[src/rtl/ps2_host_tx_ctrl_pkg.sv]
// Shared definitions for the PS/2 host-to-device transmit path:
// controller states, frame geometry and default 50 MHz cycle constants.
package ps2_host_tx_ctrl_pkg;

  typedef enum logic [2:0] {
    ST_IDLE    = 3'd0,
    ST_INHIBIT = 3'd1,
    ST_RTS     = 3'd2,
    ST_XFER    = 3'd3,
    ST_ACK     = 3'd4
  } ps2_tx_state_e;

  // Frame as held in the shift register: {stop, parity, data[7:0], start}
  localparam int unsigned FRAME_LEN          = 11;
  localparam int unsigned EDGE_CNT_W         = 4;
  // Falling edge that puts the stop bit on the line; the next edge is the ACK.
  localparam int unsigned LAST_DATA_EDGE     = 10;

  // 100 us clock inhibit and 15 ms transfer timeout at 50 MHz
  localparam int unsigned DEF_INHIBIT_CYCLES = 5000;
  localparam int unsigned DEF_TIMEOUT_CYCLES = 750000;

  // Counter width able to hold 0..n-1, never narrower than one bit.
  function automatic int unsigned cnt_width(input int unsigned n);
    return (n < 2) ? 1 : $clog2(n);
  endfunction

endpackage

[src/rtl/ps2_host_tx_ctrl_sync2.sv]
// Two-flop synchronizer with a parameterized reset level, used for the
// raw PS/2 data pin so its latency matches the clock edge detector.
module ps2_sync2 #(
  parameter logic RESET_VAL = 1'b0
) (
  input  logic CLK,
  input  logic RSTn,
  input  logic D_In,
  output logic Q_Out
);

  logic meta_q, meta_d;
  logic sync_q, sync_d;

  // Next-state values: a plain two-stage shift
  always_comb begin
    meta_d = D_In;
    sync_d = meta_q;
  end

  // Synchronizer flops, released to the idle line level
  always_ff @(posedge CLK or negedge RSTn) begin
    if (!RSTn) begin
      meta_q <= RESET_VAL;
      sync_q <= RESET_VAL;
    end else begin
      meta_q <= meta_d;
      sync_q <= sync_d;
    end
  end

  assign Q_Out = sync_q;

endmodule

[src/rtl/ps2_host_tx_ctrl.sv]
// PS/2 host-to-device transmit controller: inhibits the clock, issues a
// request-to-send, shifts out start/data/parity/stop on device clock
// falling edges, then checks the device ACK, with an overall timeout.
module ps2_host_tx_ctrl
  import ps2_host_tx_ctrl_pkg::*;
#(
  parameter int unsigned INHIBIT_CYCLES = DEF_INHIBIT_CYCLES,
  parameter int unsigned TIMEOUT_CYCLES = DEF_TIMEOUT_CYCLES
) (
  input  logic       CLK,
  input  logic       RSTn,
  input  logic       H2L_Sig,
  input  logic       PS2_DAT_In,
  input  logic       Tx_Start,
  input  logic [7:0] Tx_Data,
  output logic       PS2_CLK_OE,
  output logic       PS2_DAT_OE,
  output logic       Tx_Busy,
  output logic       Tx_Done,
  output logic       Tx_Err
);

  localparam int unsigned INH_W = cnt_width(INHIBIT_CYCLES);
  localparam int unsigned TO_W  = cnt_width(TIMEOUT_CYCLES);

  localparam logic [INH_W-1:0]      INH_LAST  = INH_W'(INHIBIT_CYCLES - 1);
  localparam logic [TO_W-1:0]       TO_LAST   = TO_W'(TIMEOUT_CYCLES - 1);
  localparam logic [EDGE_CNT_W-1:0] EDGE_LAST = EDGE_CNT_W'(LAST_DATA_EDGE);

  ps2_tx_state_e         state_q, state_d;
  logic [INH_W-1:0]      inh_cnt_q, inh_cnt_d;
  logic [TO_W-1:0]       to_cnt_q, to_cnt_d;
  logic [EDGE_CNT_W-1:0] edge_cnt_q, edge_cnt_d;
  logic [FRAME_LEN-1:0]  frame_q, frame_d;
  logic                  clk_oe_q, clk_oe_d;
  logic                  dat_oe_q, dat_oe_d;
  logic                  busy_q, busy_d;
  logic                  done_q, done_d;
  logic                  err_q, err_d;

  logic                  dat_sync;
  logic [EDGE_CNT_W-1:0] edge_next;
  logic                  timed_out;

  ps2_sync2 #(
    .RESET_VAL (1'b1)
  ) u_dat_sync (
    .CLK   (CLK),
    .RSTn  (RSTn),
    .D_In  (PS2_DAT_In),
    .Q_Out (dat_sync)
  );

  // Next-state, counter and registered-output logic for the transmit sequence
  always_comb begin
    state_d    = state_q;
    inh_cnt_d  = inh_cnt_q;
    to_cnt_d   = to_cnt_q;
    edge_cnt_d = edge_cnt_q;
    frame_d    = frame_q;
    clk_oe_d   = clk_oe_q;
    dat_oe_d   = dat_oe_q;
    busy_d     = busy_q;
    done_d     = 1'b0;
    err_d      = 1'b0;
    edge_next  = edge_cnt_q + EDGE_CNT_W'(1);
    timed_out  = (to_cnt_q == TO_LAST);

    unique case (state_q)
      ST_IDLE: begin
        clk_oe_d = 1'b0;
        dat_oe_d = 1'b0;
        busy_d   = 1'b0;
        if (Tx_Start) begin
          // Bit 0 is the start bit so edge k simply drives frame[k].
          frame_d    = {1'b1, ~^Tx_Data, Tx_Data, 1'b0};
          inh_cnt_d  = '0;
          to_cnt_d   = '0;
          edge_cnt_d = '0;
          clk_oe_d   = 1'b1;
          busy_d     = 1'b1;
          state_d    = ST_INHIBIT;
        end
      end

      ST_INHIBIT: begin
        if (inh_cnt_q == INH_LAST) begin
          dat_oe_d = ~frame_q[0];
          state_d  = ST_RTS;
        end else begin
          inh_cnt_d = inh_cnt_q + INH_W'(1);
        end
      end

      ST_RTS: begin
        clk_oe_d   = 1'b0;
        edge_cnt_d = '0;
        to_cnt_d   = '0;
        state_d    = ST_XFER;
      end

      ST_XFER: begin
        if (timed_out) begin
          clk_oe_d = 1'b0;
          dat_oe_d = 1'b0;
          busy_d   = 1'b0;
          err_d    = 1'b1;
          state_d  = ST_IDLE;
        end else begin
          to_cnt_d = to_cnt_q + TO_W'(1);
          if (H2L_Sig) begin
            edge_cnt_d = edge_next;
            dat_oe_d   = ~frame_q[edge_next];
            if (edge_next == EDGE_LAST) begin
              state_d = ST_ACK;
            end
          end
        end
      end

      ST_ACK: begin
        dat_oe_d = 1'b0;
        if (timed_out) begin
          clk_oe_d = 1'b0;
          busy_d   = 1'b0;
          err_d    = 1'b1;
          state_d  = ST_IDLE;
        end else begin
          to_cnt_d = to_cnt_q + TO_W'(1);
          if (H2L_Sig) begin
            done_d  = ~dat_sync;
            err_d   = dat_sync;
            busy_d  = 1'b0;
            state_d = ST_IDLE;
          end
        end
      end

      default: begin
        clk_oe_d = 1'b0;
        dat_oe_d = 1'b0;
        busy_d   = 1'b0;
        state_d  = ST_IDLE;
      end
    endcase
  end

  // State, counters, frame and outputs; reset releases both lines at once
  always_ff @(posedge CLK or negedge RSTn) begin
    if (!RSTn) begin
      state_q    <= ST_IDLE;
      inh_cnt_q  <= '0;
      to_cnt_q   <= '0;
      edge_cnt_q <= '0;
      frame_q    <= '0;
      clk_oe_q   <= 1'b0;
      dat_oe_q   <= 1'b0;
      busy_q     <= 1'b0;
      done_q     <= 1'b0;
      err_q      <= 1'b0;
    end else begin
      state_q    <= state_d;
      inh_cnt_q  <= inh_cnt_d;
      to_cnt_q   <= to_cnt_d;
      edge_cnt_q <= edge_cnt_d;
      frame_q    <= frame_d;
      clk_oe_q   <= clk_oe_d;
      dat_oe_q   <= dat_oe_d;
      busy_q     <= busy_d;
      done_q     <= done_d;
      err_q      <= err_d;
    end
  end

  assign PS2_CLK_OE = clk_oe_q;
  assign PS2_DAT_OE = dat_oe_q;
  assign Tx_Busy    = busy_q;
  assign Tx_Done    = done_q;
  assign Tx_Err     = err_q;

endmodule

[config.mk]
export PLATFORM = sky130hd
export DESIGN_NAME = ps2_host_tx_ctrl
export DESIGN_NICKNAME = d
export VERILOG_FILES = /design/src/rtl/ps2_host_tx_ctrl_pkg.sv /design/src/rtl/ps2_host_tx_ctrl_sync2.sv /design/src/rtl/ps2_host_tx_ctrl.sv
export SDC_FILE = /design/constraint.sdc
export NUM_CORES = 1
export LEC_CHECK = 0
export CAP_MARGIN = 5
export CORE_ASPECT_RATIO = 1.2
export CORE_MARGIN = 2
export CORE_UTILIZATION = 56
export DETAILED_ROUTE_END_ITERATION = 8
export GPL_TIMING_DRIVEN = 1
export PLACE_DENSITY = 0.81
export SKIP_LAST_GASP = 1
export SLEW_MARGIN = 20
export SYNTH_ARGS = -nofsm -noshare
export SYNTH_HDL_FRONTEND = slang
export SYNTH_SLANG_ARGS = --single-unit
[constraint.sdc]
create_clock -name CLK -period 2.35 [get_ports CLK]
set_clock_uncertainty 0.2 [all_clocks]
set_input_delay 0.47 -clock CLK [delete_from_list [all_inputs] [get_ports CLK]]
set_output_delay 0.47 -clock CLK [all_outputs]
set_load 0.05 [all_outputs]
==> impl_metrics.toml, run 1 <==
[grt]
grt_overflow_total = 0
grtUsageTotal_pct = 24.3
grt_pass1_wl_um = 11900
grt_max_degree = 35
grt_pass1_vias = 2582
antenna_found_initial = 0

[setup_path]
critPathTopFamily = "simple AND/OR/NAND/NOR gates"
r2r_end = "inh_cnt_q[5]$_DFFE_PN0P_"
r2r_cells = 6
cpPeakStageDelay_ps = 540
r2r_start = "inh_cnt_q[5]$_DFFE_PN0P_"
arrival_ps = 2320
required_ps = 2370
critPathBufInv = 0
critical_path_class = "reg -> reg"
crit_fanout = 5
crit_chain = "or4_4 > o41ai_4 > nand2_2 > nand4_1 > xor2_1 > nor2_1"
worstSetupStartpointType = "flip-flop"
crit_slowest_cell = "or4_4"
r2r_slack_ps = 50
end_kind = "flip-flop"

[placement]
hpwlAfterDp_um = 5070
place_worst_setup_slack_ps = -18.0
io_buffers = 17
gp_congestion = 0.867
dp_cells = 427

[power]
ir_drop_uv = 427
power.leakage_uw = 0.00166
power_density_nw_per_um2 = 534

[detailed_routing]
dr_wl_met3_um = 324
vias = 2640
wl_per_cell_um = 15.9
dr.pass1.iters = 5
routed_wl_um = 7100
ant_nets = 0
wl_met1_um = 3030
drc = 0
drtIter0Drc = 218
top_layer_used = "met4"
route.met2.wl_um = 3660
viasPerCell = 5.91

[clock_tree]
cts.sinks = 57
htree_levels = 3
cts_tree = "yes"
cts_root_buf = "clkbuf_8"
clk_pin_slew_ps = 60
insertion_delay_ps = 340
cts-buffers-inserted = 9
clockBufferDepth = 2

[synthesis]
yosysWarningCount = 0
synth_ff_type = "dfrtp_1"
async_reset_ff_share_pct = 100
synth_cells = 336
synth_edf_count = 0
yosys.area.top_type_share_pct = 42.7
netlist_top_cells_area = "dfrtp_1 (43%), nand2_1 (7.2%), xnor2_1 (6.3%)"
syn_nets = 353
netlist_area_sq_um = 3220
synth_seq_area_share_pct = 44.3
synth_seq_cells = 57
yosys.area.top_type = "dfrtp_1"
synth.avg_cell_area_sq_um = 9.59
yosys.cell_types.count = 63

[job]
cap_violations = 0

[floorplan]
start_util_pct = 57.6
die_area_sq_um = 6380
ioPinCount = 18
rows = 30
die_w_um = 73.2
core_sq_um = 5590
chipHeight_um = 87.1

[timing]
fin_crit_sh_pct = 98.0
setup_ws_ps = 46.7
setup_violations = 0
final_hold_viol_count = 0
rsz0062_at_grt = "true"
finalHoldWorstSlack_ps = 156
maxSlewHeadroom_pct = 66.5
drv_slew = 0
fmax_mhz = 434
setup_tns_ps = 0
worstMarginPinSlew_ps = 501
min_period_ps = 2300

[finish]
diodes = 0
nets = 395
fin_cells = 447
fill_cells = 425
area_growth_pct = 18.6
finish.utilization_pct = 68.3
final_layout_size_suffix_gt1_share_pct = 18.8

[hold_path]
min_to = "u_dat_sync.Q_Out$_DFF_PN1_"
min_from = "u_dat_sync.meta_q$_DFF_PN1_"
holdPathStages = 0
hold_class = "reg -> reg"

[outcome]
outcome = "complete, no violations"
-- Yosys cell counts (all sizes together) (3+ instances only) --
cell,instances
a211oi,6
inv,9
nand2,63
nor2,32
nand4,11
nor3,5
and2,4
nor4b,4
dfrtp,55
o22ai,4
and3,7
clkbuf,7
a21o,4
ha,4
nand3,12
nor3b,3
buf,6
a2111oi,4
a21oi,9
xnor2,23
a21boi,3
o21ai,14
mux2i,4
xor2,9
a31oi,3
-- worst reg2reg max path, delay by kind of cell, from the launching register on --
kind	cells	cell delay, ps
compound gates	1	500
flops	1	410
simple gates	4	890
xor+xnor	1	170
-- repair_timing --
item | 4_1_cts | 5_1_grt
setup buffers | 0 | 3
hold buffers | 1 | 0
endpoints found under the hold margin | 19 | 0
setup endpoints to repair | 0 | 9
resized for setup | 0 | 4
-- placed cells by master, fill, tap and decap left out, drive strengths merged, types with 5 or more instances in the layout --
cell type / netlist / final
xnor2: 23 / 23
a211oi: 6 / 6
nand3: 12 / 12
nor3: 5 / 5
o21ai: 14 / 14
dfrtp: 55 / 55
xor2: 9 / 9
buf: 6 / 27
inv: 9 / 9
nand4: 11 / 11
a21oi: 9 / 9
nor2: 32 / 32
nand2: 63 / 63
and3: 7 / 7
clkdlybuf4s50: 0 / 16
clkbuf: 7 / 13
-- sequential cells by signal, summed over array words and instances, names as in the netlist, 3 cells and up --
register    flops
edge_cnt_q      4
frame_q        10
to_cnt_q       20
inh_cnt_q      13
state_q         3
-- stage by stage --
step | power, uW | instance area (sq um)
CTS | 2040 | 3780
global route | 2120 | 3820
global placement | 1230 | 3600
finish | 2040 | 3820
floorplan | 1170 | 3220
detailed placement | 1240 | 3600
-- power by group --
| part | internal [uW] | switching, uW |
|---|---|---|
| sequential | 1030 | 44.7 |
| clock | 435 | 366 |
| combinational | 86.9 | 81.1 |
-- area by class of cell --
type                    count  area [sq um]  area share, %
clock buffers              13           159           4.16
clock inverters             3          15.0          0.393
inverters                   9          33.8          0.884
multi-input cells         257          1710           44.7
flip-flops and latches     57          1430           37.5
well taps                  64          80.1           2.10
repair buffers             44           395           10.3
-- worst max path at each step --
stage | start | to | slack (ps) | cells after the start
2_1_floorplan | to_cnt_q[0]$_DFFE_PN0P_ | to_cnt_q[2]$_DFFE_PN0P_ | 210 | 8
5_1_grt | inh_cnt_q[5]$_DFFE_PN0P_ | inh_cnt_q[5]$_DFFE_PN0P_ | -20 | 6
3_3_place_gp | Tx_Start | inh_cnt_q[12]$_DFFE_PN0P_ | 50 | 7
4_1_cts | inh_cnt_q[5]$_DFFE_PN0P_ | inh_cnt_q[7]$_DFFE_PN0P_ | 40 | 6
6_report | inh_cnt_q[5]$_DFFE_PN0P_ | inh_cnt_q[5]$_DFFE_PN0P_ | 50 | 6
3_5_place_dp | Tx_Start | inh_cnt_q[10]$_DFFE_PN0P_ | -20 | 6
-- cell families after synthesis --
logic type               Yosys count  share of synthesized area (%)
AND/OR/NAND/NOR                  154                           24.8
XOR/XNOR                          32                           8.70
adder cells (fa/ha/maj)            4                           1.55
buffers and inverters             22                           3.07
multiplexers                       7                           2.64
AO/OA/AOI/OAI                     60                           14.9
flip-flops                        57                           44.3
-- layer usage --
layer  vias to the layer above  track usage (%)
met5                         -                0
met4                         0             8.92
met3                         9             4.86
li1                       1265                -
met2                        86             39.6
met1                      1280             31.9
(Power assumes the default switching activity.)
==> inputs of run 2 (changes only) <==
Settings changed: CTS_CLUSTER_DIAMETER set to 120, GPL_TIMING_DRIVEN 1 to 0, SLEW_MARGIN 20 to not set.
==> run 2 against run 1 <==
Effect of this change:
- sequential power about the same
- design area increased by 0.16%
- non-clock buffer count decreased by 4
- sequential cell count unchanged
- maximum frequency increased by 1.1%
- routed wire length decreased by 6.1%
- clock-buffer cell count decreased by 1
- hold slack improved by 2.8 ps
- via count decreased by 1.1%
==> impl_metrics.toml, run 2 (synthesized netlist as in run 1, its figures left out) <==
[outcome]
outcome = "complete, no violations"

[clock_tree]
insertion_delay_ps = 330
htree_levels = 3
clockBufferDepth = 2
cts-buffers-inserted = 9
cts.sinks = 57
clk_pin_slew_ps = 60
cts_tree = "yes"
cts_root_buf = "clkbuf_8"

[timing]
rsz0062_at_grt = "true"
fin_crit_sh_pct = 96.9
min_period_ps = 2280
worstMarginPinSlew_ps = 659
final_hold_viol_count = 0
maxSlewHeadroom_pct = 56.0
finalHoldWorstSlack_ps = 159
drv_slew = 0
setup_violations = 0
fmax_mhz = 439

[finish]
area_growth_pct = 18.8
regMostFlops = "to_cnt_q"
nets = 391
biggestRegsByFlops = "to_cnt_q x20, inh_cnt_q x13, frame_q x10"
largest_reg_flops = 20
fill_cells = 443
final_layout_size_suffix_gt1_share_pct = 18.0
finalInstanceArea_sq_um = 3830
fin_cells = 442
finish.utilization_pct = 68.4
layout_common_cells = "nand2_1 (62), dfrtp_1 (54), nor2_1 (31), xnor2_1 (23), clkdlybuf4s50_1 (16)"
diodes = 0
layout_commonest_cell = "nand2_1"

[grt]
antenna_found_initial = 0
grt_overflow_total = 0
grtUsageTotal_pct = 24.0
grtUsageMet3_pct = 6.83
met2_usage_pct = 37.3
grt_pass1_wl_um = 11800
grt_pass1_vias = 2586
grt_max_degree = 31
met1_usage_pct = 31.1
grt-busiest-layer = "met2"

[placement]
dp_cells = 418
io_buffers = 17
gp_congestion = 0.887
place_area_sq_um = 3490
hpwlAfterDp_um = 4700

[detailed_routing]
wl_per_cell_um = 15.1
viasPerCell = 5.91
drtIter0Drc = 198
routed_wl_um = 6670
vias = 2612
dr.pass1.iters = 4
ant_nets = 0
drc = 0

[setup_path]
critPathTopFamily = "simple AND/OR/NAND/NOR gates"
critPathBufInv = 1
required_ps = 2370
crit_fanout = 6
critical_path_class = "reg -> reg"
end_kind = "flip-flop"
crit_slowest_cell = "dfrtp_2"
arrival_ps = 2290
r2r_start = "to_cnt_q[0]$_DFFE_PN0P_"
cpPeakStageDelay_ps = 430
worstSetupStartpoint = "to_cnt_q[0]$_DFFE_PN0P_"
worstSetupStartpointType = "flip-flop"
crit_chain = "ha_4 > nand4_4 > nor4_4 > nand4_1 > buf_4 > a22o_1 > a22oi_1 > o21ai_1"

[power]
p_sw_uw = 477
power.leakage_uw = 0.00164
internal_power_uw = 1640
ir_drop_uv = 546
clock_power_share_pct = 42.3
p_total_uw = 2120
power_density_nw_per_um2 = 553
p_sw_share_pct = 22.5
power_frac_comb_pct = 7.0
p_seq_share_pct = 50.7

[floorplan]
die_w_um = 73.2
rows = 30
ioPinCount = 18
core_sq_um = 5590
die_area_sq_um = 6380
start_util_pct = 57.6
chipHeight_um = 87.1

[hold_path]
hold_class = "reg -> reg"
min_from = "u_dat_sync.meta_q$_DFF_PN1_"

[job]
cap_violations = 0
-- run 2: worst register-to-register path, cell delays in order, from the launching register on --
cell,delay (ps)
dfrtp_2,430
ha_4,180
nand4_4,120
nor4_4,370
nand4_1,230
buf_4,190
a22o_1,180
a22oi_1,170
o21ai_1,90
-- run 2: layout make-up --
type / count / area (sq um) / area share [%]
Tap cell: 64 / 80.1 / 2.09
Multi-Input combinational cell: 257 / 1760 / 45.9
Clock inverter: 3 / 40.0 / 1.05
Timing Repair Buffer: 28 / 263 / 6.86
Inverter: 9 / 33.8 / 0.883
Sequential cell: 57 / 1430 / 37.4
Buffer: 12 / 67.6 / 1.77
Clock buffer: 12 / 155 / 4.05
-- run 2: final timing paths --
| path | slack (ps) | depth (start not counted) | endpoint |
|---|---|---|---|
| max in group asynchronous | 860 | 3 | to_cnt_q[0]$_DFFE_PN0P_ |
| worst max register to register | 70 | 8 | to_cnt_q[0]$_DFFE_PN0P_ |
| worst max-delay path | 70 | 8 | to_cnt_q[0]$_DFFE_PN0P_ |
| worst min register to register | 160 | 0 | u_dat_sync.Q_Out$_DFF_PN1_ |
| worst min-delay path | 160 | 0 | u_dat_sync.Q_Out$_DFF_PN1_ |
| min in group asynchronous | 500 | 2 | edge_cnt_q[0]$_DFFE_PN0P_ |
-- run 2: metal layers --
metal	part of all wire [%]	up-vias
met1	45	1280
met2	49	49
met5	0	-
met3	3.4	15
li1	-	1268
met4	2.2	0
-- run 2: metrics by stage --
step	setup TNS [ps]	setup WS [ps]
2_1_floorplan	0	215
4_1_cts	0	25.7
3_5_place_dp	-2480	-265
5_1_grt	-180	-49.1
3_3_place_gp	-64300	-1110
6_report	0	72.9
-- run 2: what timing repair did --
item                                    CTS  global route
hold endpoints to repair                 27             0
endpoints found under the setup margin    9            27
pin swaps                                 2             5
resized for setup                         1            18
setup buffers                             0             9
hold buffers                              1             0
-- run 2: power groups by stage --
stage	Sequential, uW	Combinational [uW]	Clock [uW]
6_report	1070	147	896
5_1_grt	1080	169	974
4_1_cts	1070	149	917
3_5_place_dp	1090	145	0
3_3_place_gp	1090	140	0
2_1_floorplan	1080	82.7	0
